--- src/rtl/btn_irq_scheduler.sv ---
// Avalon-MM master servicing button PIO edge IRQs round-robin
// and queueing {source, level} events in a show-ahead FIFO.
module btn_irq_scheduler #(
  parameter int N_BTN      = 4,
  parameter int IDXW       = 2,
  parameter int FIFO_DEPTH = 8
) (
  input  logic                  clk,
  input  logic                  reset_n,
  input  logic                  enable,
  input  logic [N_BTN-1:0]      irq_in,
  output logic [1:0]            pio_address,
  output logic [N_BTN-1:0]      pio_chipselect,
  output logic                  pio_write_n,
  output logic [31:0]           pio_writedata,
  input  logic [32*N_BTN-1:0]   pio_readdata,
  output logic                  evt_valid,
  input  logic                  evt_ready,
  output logic [IDXW-1:0]       evt_src,
  output logic                  evt_level,
  output logic [7:0]            drop_count,
  output logic                  init_done
);

  localparam int AW = $clog2(FIFO_DEPTH);

  localparam logic [2:0] S_INIT = 3'd0;
  localparam logic [2:0] S_IDLE = 3'd1;
  localparam logic [2:0] S_CLR  = 3'd2;
  localparam logic [2:0] S_RD   = 3'd3;
  localparam logic [2:0] S_CAP  = 3'd4;

  logic [2:0]       state_q, state_d;
  logic [IDXW-1:0]  cnt_q, cnt_d;
  logic [IDXW-1:0]  gnt_q, gnt_d;
  logic [IDXW-1:0]  rr_q, rr_d;
  logic [IDXW-1:0]  gnt_sel;
  logic [IDXW-1:0]  rr_next;
  logic [1:0]       addr_q, addr_d;
  logic [N_BTN-1:0] cs_q, cs_d;
  logic             wn_q, wn_d;
  logic [31:0]      wd_q, wd_d;
  logic             init_q, init_d;
  logic [7:0]       drop_q;

  logic [IDXW:0]    mem_q [FIFO_DEPTH];
  logic [AW:0]      wr_q, rd_q;
  logic             full, empty, push, pop;
  logic             level;
  logic             rd_unused;

  // First pending source at or above rr_q, wrapping.
  always_comb begin
    logic [IDXW:0] pos;
    gnt_sel = '0;
    pos     = '0;
    for (int i = N_BTN - 1; i >= 0; i--) begin
      pos = {1'b0, rr_q} + (IDXW+1)'(i);
      if (pos >= (IDXW+1)'(N_BTN))
        pos = pos - (IDXW+1)'(N_BTN);
      if (irq_in[pos[IDXW-1:0]])
        gnt_sel = pos[IDXW-1:0];
    end
  end

  assign rr_next = (gnt_sel == IDXW'(N_BTN - 1))
                 ? '0 : gnt_sel + IDXW'(1);

  assign level     = pio_readdata[{gnt_q, 5'd0}];
  assign rd_unused = ^pio_readdata;

  always_comb begin
    state_d = state_q;
    cnt_d   = cnt_q;
    gnt_d   = gnt_q;
    rr_d    = rr_q;
    addr_d  = 2'd0;
    cs_d    = '0;
    wn_d    = 1'b1;
    wd_d    = 32'd0;
    init_d  = init_q | (state_q == S_IDLE);
    unique case (state_q)
      S_INIT: begin
        cs_d   = N_BTN'(1) << cnt_q;
        addr_d = 2'd2;
        wd_d   = 32'd1;
        wn_d   = 1'b0;
        if (cnt_q == IDXW'(N_BTN - 1))
          state_d = S_IDLE;
        else
          cnt_d = cnt_q + IDXW'(1);
      end
      S_IDLE: begin
        if (enable && |irq_in) begin
          gnt_d   = gnt_sel;
          rr_d    = rr_next;
          state_d = S_CLR;
          cs_d    = N_BTN'(1) << gnt_sel;
          addr_d  = 2'd3;
          wd_d    = 32'd1;
          wn_d    = 1'b0;
        end
      end
      S_CLR: begin
        cs_d    = N_BTN'(1) << gnt_q;
        state_d = S_RD;
      end
      S_RD:  state_d = S_CAP;
      S_CAP: state_d = S_IDLE;
      default: state_d = S_INIT;
    endcase
  end

  always_ff @(posedge clk or negedge reset_n) begin
    if (!reset_n) begin
      state_q <= S_INIT;
      cnt_q   <= '0;
      gnt_q   <= '0;
      rr_q    <= '0;
      addr_q  <= 2'd0;
      cs_q    <= '0;
      wn_q    <= 1'b1;
      wd_q    <= 32'd0;
      init_q  <= 1'b0;
    end else begin
      state_q <= state_d;
      cnt_q   <= cnt_d;
      gnt_q   <= gnt_d;
      rr_q    <= rr_d;
      addr_q  <= addr_d;
      cs_q    <= cs_d;
      wn_q    <= wn_d;
      wd_q    <= wd_d;
      init_q  <= init_d;
    end
  end

  // Full is judged before any same-cycle pop.
  assign empty = (wr_q == rd_q);
  assign full  = (wr_q[AW] != rd_q[AW]) &&
                 (wr_q[AW-1:0] == rd_q[AW-1:0]);
  assign push  = (state_q == S_CAP) && !full;
  assign pop   = !empty && evt_ready;

  always_ff @(posedge clk or negedge reset_n) begin
    if (!reset_n) begin
      wr_q   <= '0;
      rd_q   <= '0;
      drop_q <= 8'd0;
      for (int i = 0; i < FIFO_DEPTH; i++)
        mem_q[i] <= '0;
    end else begin
      if (push) begin
        mem_q[wr_q[AW-1:0]] <= {gnt_q, level};
        wr_q <= wr_q + (AW+1)'(1);
      end
      if (pop)
        rd_q <= rd_q + (AW+1)'(1);
      if ((state_q == S_CAP) && full && (drop_q != 8'hFF))
        drop_q <= drop_q + 8'd1;
    end
  end

  assign pio_address    = addr_q;
  assign pio_chipselect = cs_q;
  assign pio_write_n    = wn_q;
  assign pio_writedata  = wd_q;
  assign evt_valid      = !empty;
  assign {evt_src, evt_level} = mem_q[rd_q[AW-1:0]];
  assign drop_count     = drop_q;
  assign init_done      = init_q;

endmodule

--- config.mk ---
export PLATFORM = sky130hd
export DESIGN_NAME = btn_irq_scheduler
export DESIGN_NICKNAME = d
export VERILOG_FILES = /design/src/rtl/btn_irq_scheduler.sv
export SDC_FILE = /design/constraint.sdc
export NUM_CORES = 1
export LEC_CHECK = 0
export CAP_MARGIN = 15
export CORE_MARGIN = 5
export CORE_UTILIZATION = 34
export DETAILED_ROUTE_END_ITERATION = 10
export PLACE_DENSITY = 0.82
export SYNTH_ARGS = -nofsm -noshare
export SYNTH_HDL_FRONTEND = slang
export SYNTH_SLANG_ARGS = --single-unit
--- constraint.sdc ---
create_clock -name clk -period 2.05 [get_ports clk]
set_input_delay 0.41 -clock clk [delete_from_list [all_inputs] [get_ports clk]]
set_output_delay 0.41 -clock clk [all_outputs]
set_load 0.05 [all_outputs]
== Word level (Yosys, flattened, before mapping) ==
Index checks and enable logic that the tools add are counted.
Storage, ports and cells
  register bits: 89
  bits in latches: 0
  RAM bits: 0
  memory bits (read-only): 0
  output and inout port bits: 52
  logic and storage cells: 113
  memories kept: 0
Cells by class
  add/subtract/negate cells: 12
  multiply operators: 0
  div/mod/pow operators: 0
  order comparisons: 12
  eq/ne operators: 12
  shift operators: 3
  mux-type cells: 36
  bitwise operators: 4
  reductions and logical operators: 14
Operators with widths (number)
  $bwmux W24: 1
  $mux W2: 10
  $mux W3: 5
  $pmux W3 S5: 1
  $lt A2 B3 Y1 const B: 4
  $pmux W4 S3: 1
  $shl A1 B2 Y4 const A: 3
  $bmux W1 S2: 5
  $bmux W3 S3: 1
  $demux W3 S3: 1
  $ge A3 B3 Y1 const B: 3
  $add A4 B1 Y4 const B: 2
  $add A8 B1 Y8 const B: 1
  $ge A4 B4 Y1 const B: 2
  $lt A7 B8 Y1 const B: 1
  $ne A8 B8 Y1 const B: 1
  $not A3 Y4: 2
  $sub A2 B1 Y2 const B: 4
  $logic_and A1 B1 Y1: 7
  $mux W1: 7
  $add A2 B2 Y3 const B: 2
  $eq A3 B2 Y1 const B: 2
  $reduce_and A2 Y1: 3
  $add A2 B1 Y2 const B: 2
  19 further kinds: 22

== Logic depth before layout (Yosys ltp) ==
  word-level depth: 12
  depth in mapped cells: 7
  depth with buffers taken out: 7

== Least setup slack after synthesis ==
Ideal clock, no wire load.
  path type: register -> register
  start point: reg wr_q[0]
  end point: reg rd_q[2]
  library setup time: 122 ps
  arrival: 1917 ps
  slack: 11 ps
  stages on the path, launching flop included: 6
  buffers on the path: 1
  path through: dfrtp_1 clkbuf_1 xnor2_1 nand4_1 and3_1 xor2_1
Between the ends
  cells in the longest elaborated chain, start to end: 3
RTL lines
  start, declared: RTL line 47  | logic [AW:0] wr_q, rd_q;
  start signal, assigned: RTL line 155  | wr_q <= wr_q + (AW+1)'(1);
  $eq A4 B4 Y1: RTL line 139  | assign empty = (wr_q == rd_q);
  $logic_not A1 Y1
  net evt_valid: RTL line 17  | output logic evt_valid,
  $logic_and A1 B1 Y1: RTL line 143  | assign pop = !empty && evt_ready;
  end signal, assigned: RTL line 158  | rd_q <= rd_q + (AW+1)'(1);
  end, declared: RTL line 47
The timed path passes the listed nets, and every way through them passes these cells.
A chain may end at the register's enable or synchronous reset.

== Worst setup path in the final report ==
  start point: reg rd_q[0]
  end point: out evt_src[0]
Between the ends
  cells in the longest elaborated chain, start to end: 4
RTL lines
  $not A3 Y4 (implied by the code): RTL line 169  | assign {evt_src, evt_level} = mem_q[rd_q[AW-1:0]];
  $bmux W3 S3: RTL line 169
  $mux W3 (implied by the code) (2 in series): RTL line 169
  end, declared: RTL line 19  | output logic [IDXW-1:0] evt_src,
No other way between the ends. The select of a mux whose other input is x is not followed.

==> results.md <==
- STA puts the critical path data arrival time at approximately 1800 ps.
- The top fanout value on the critical path is 7.
- The worst pin sits at a relative slew slack of a little under three fifths.
- The total count of hold-check failures in the final report came to 0.
- The number of distinct standard cells referenced by the synthesized netlist is 41.
- The power consumption is around 5.8 mW.
- After clock tree synthesis, the clock-pin slew on the worst setup and hold paths is roughly 60 ps.
- Across the run, the number of max-cap violations was 0.
- From synthesis to final layout, the design area changed by 30.5%.
- Global routing finished with a remaining overflow of 0.
- The reg-to-reg endpoint is mem_q[16].
- The average vias per placed instance is 4.88.
- The routed via count is between 2000 and 2500.
- The pin slew with the least headroom to its limit is 650 ps.
- The source of the critical timing path is rd_q[0].
- The worst supply voltage drop on vdd is a little under 1 mV.
- The final HPWL from detailed placement is 4490 µm.
- The final worst-path cycle share is 109%.
- The detailed router finished its first iteration with 116 violations.
- The fraction of layout cells with a size suffix above 1 is 34.2%.
- The most critical setup path has its endpoint at evt_src[0].
- The area of the mapped netlist is a little over 3000 µm².
- The worst register-to-register path begins at rd_q[0].
- The number of slew-limit violations in the final report is 0.
- For this run, the top clock speed supported by timing is approximately 450 MHz.
- The total wire length after detailed routing is around 6700 µm.
- Routability-driven placement finished with a final weighted congestion of roughly 0.80.
- The leakage power figure is 1.92 nW.
- Hold is met by roughly 480 ps.
- The utilization after layout is between 40% and 50%.
- The pre-antenna-repair detailed-routing pass consisted of 4 iterations.
- The floorplan step set the die height to ~110 µm.
- The floorplan step defined a die boundary enclosing between 10000 and 15000 µm².
- The floorplan has 34 rows.
- The number of antenna violations at the first check in global routing was 0.
- Counting along the longest clock path gives a buffer depth of 2.
- The worst setup slack before clock tree synthesis is -131 ps.
- Of all flip-flops after synthesis, the portion carrying an async set or reset was 100%.
- The H-tree generated during clock tree synthesis spans 3 levels.
- Synthesis inferred between 50 and 60 register bits.
- The run finished, with violations left.
- The initial core utilization is a little over a third.
- The number of standard cells in the layout, taps in and fillers out is 430.
- The remaining antenna violation count after routing is 0.
- The cell count after synthesis came out at roughly 250.
- The number of ports placed on the die boundary is about 190.
- STA classifies the critical path startpoint as a flop.
- The power density of the placed cells is 1450 nW/µm².
- Across the routed clock network, the largest skew measured is approximately 9 ps.
- The synthesized design contains 0 enable-type register cells.
- The type of destination of the critical path is an output port.
- The worst min-delay path category is reg -> reg.
- For this run, the total global-route usage over all layers was measured as 11.9%.
- The final reports fail on negative setup slack.
- The number of buffers inserted by port buffering is 32.
- Once placement completed, the tool counted placed cells totaling 404.
- The first global-routing pass estimated 10700 µm of wire.
- Across all setup checks in the final design, the least slack found is -185 ps.
- The via count of the first global-routing pass is 2184.
- The dominant synthesized flop cell is sky130_fd_sc_hd__dfrtp_1.
- The floorplan step defined a core boundary enclosing approximately 8800 µm².
- The repair_antennas step left the layout with diodes totalling 0.
- After the last flow step, the layout net total stands at between 400 and 500.
- The latest clock arrival within the worst-skew pair is 340 ps.
- The library cell used as clock root buffer is sky130_fd_sc_hd__clkbuf_8.
- The number of sinks handled by clock tree synthesis is 57.
- The post-detailed-route DRC marker count is 0.
- The wire length per cell is 15.6 µm.
- The clock period minus worst slack is 2240 ps.
- Entering global routing, the biggest net connects 22 pins.
- In this run the mean area of a mapped cell was 12.2 µm².
- By area the synthesized netlist is led by sky130_fd_sc_hd__dfrtp_1 45%, sky130_fd_sc_hd__mux2_2 12%, sky130_fd_sc_hd__buf_4 8.5%, sky130_fd_sc_hd__mux4_2 5.1%, sky130_fd_sc_hd__xor2_1 4.0%.
- The final setup violation count is 26.
- The worst reg-to-reg setup slack is -110 ps.
- The CTS buffer count is 9.
- TritonCTS built the clock tree.
- The worst endpoint required time is ~1600 ps.
- For this run, the register share of the synthesized area comes to approximately 46%.
- In this run the horizontal extent of the chip is 105 µm.
- The critical path in this run is classified as reg -> out.
- The top-area cell type share of the netlist area is 45.5%.
- The cell accounting for the most synthesized area is sky130_fd_sc_hd__dfrtp_1.
- Yosys printed 0 warnings.
- The logic depth of the worst register-to-register path is 7.
- Setup repair after global routing could not meet its margin everywhere.
area by class of cell:
class | count | area [µm²]
fill | 765 | 4740
multi-input combinational | 178 | 1610
sequential | 57 | 1430
timing repair buffer | 65 | 637
clock buffer | 13 | 149
tap | 108 | 135
clock inverter | 3 | 40.0
inverter | 6 | 22.5
placed cells by master (no fill, tap or decap), types with 4 or more instances in the layout:
| cell type | n |
|---|---|
| sky130_fd_sc_hd__nor2_1 | 11 |
| sky130_fd_sc_hd__conb_1 | 31 |
| sky130_fd_sc_hd__buf_4 | 29 |
| sky130_fd_sc_hd__dfrtp_1 | 56 |
| sky130_fd_sc_hd__a21oi_1 | 4 |
| sky130_fd_sc_hd__inv_1 | 6 |
| sky130_fd_sc_hd__nand3_1 | 7 |
| sky130_fd_sc_hd__mux4_2 | 7 |
| sky130_fd_sc_hd__buf_12 | 4 |
| sky130_fd_sc_hd__mux2_2 | 29 |
| sky130_fd_sc_hd__ha_1 | 8 |
| sky130_fd_sc_hd__xnor2_1 | 5 |
| sky130_fd_sc_hd__clkbuf_8 | 10 |
| sky130_fd_sc_hd__xor2_1 | 14 |
| sky130_fd_sc_hd__nor4_1 | 4 |
| sky130_fd_sc_hd__mux2_4 | 6 |
| sky130_fd_sc_hd__clkdlybuf4s50_1 | 23 |
| sky130_fd_sc_hd__nand2_1 | 9 |
report_power, final:
group | leakage [nW] | switching [mW] | internal (mW)
clock network | 0.0974 | 0.421 | 0.591
logic | 1.09 | 1.70 | 1.37
registers | 0.737 | 0.286 | 1.47
flip-flops by register name, summed over array words and instances (netlist names):
signal,count
pio_write_n,1
rr_q,2
rd_q,4
drop_count,8
mem_q,24
init_done,1
gnt_q,2
pio_address,1
wr_q,4
pio_writedata,1
pio_chipselect,4
cnt_q,2
state_q,3
worst max-delay path: stages (launching register included):
cell and delay [ps]:
sky130_fd_sc_hd__dfrtp_1 380, sky130_fd_sc_hd__buf_12 140, sky130_fd_sc_hd__mux4_2 510, sky130_fd_sc_hd__mux2_4 300, sky130_fd_sc_hd__buf_8 150
cell families after synthesis:
logic type	after synthesis	synth area share (%)
DFF	57	46.3
and+or+nand+nor	53	9.95
buffers and inverters	48	10.1
muxes	45	18.9
xor gates and xnor gates	22	6.50
AOI/OAI and AO/OA	18	4.83
adders and majority gates	8	3.25
other	1	0.122
repair_timing:
action | in CTS | in global routing
endpoints found under the hold margin | 8 | 0
resized for setup | 12 | 22
cloned | 1 | 0
pin swaps | 2 | 3
hold buffers | 1 | 0
endpoints found under the setup margin | 12 | 30
buffers inserted | 4 | 7
routing by layer:
layer,up-vias,global-route usage (%),part of all wire (%)
met3,12,4.19,5.6
met2,76,19.6,50
met4,0,4.20,1.5
met5,-,0,0
met1,1042,14.4,43
li1,967,-,-
synth_stat cells, drive strengths merged (2+ instances only):
library cell and instances:
a21oi 4, nand3 7, o41ai 3, nand2b 2, inv 6, mux2i 3, nor3 6, mux2 35
nor2 12, dfrtp 56, o21ai 4, clkbuf 6, nor4 4, mux4 7, nand2 9, ha 8
buf 36, or4b 3, xnor2 7, a32o 2, nand4 3, nor2b 3, xor2 15
how the worst min path moves through the flow:
stage / from / end / slack, ps / cells past startpoint
floorplan: reset_n / cnt_q[0] / 110 / 0
global placement: reset_n / mem_q[9] / 320 / 1
detailed placement: reset_n / mem_q[9] / 320 / 1
CTS: init_done / init_done / 490 / 1
global route: drop_count[7] / drop_count[7] / 510 / 1
finish: init_done / init_done / 480 / 1
through the flow:
stage	area (µm²)	TNS [ps]
2_1_floorplan	3190	0
3_5_place_dp	3560	-575
6_report	4020	-2160
4_1_cts	3860	-598
3_3_place_gp	3560	-256
5_1_grt	4020	-3710
No activity file was read; power rests on OpenSTA's default activity.
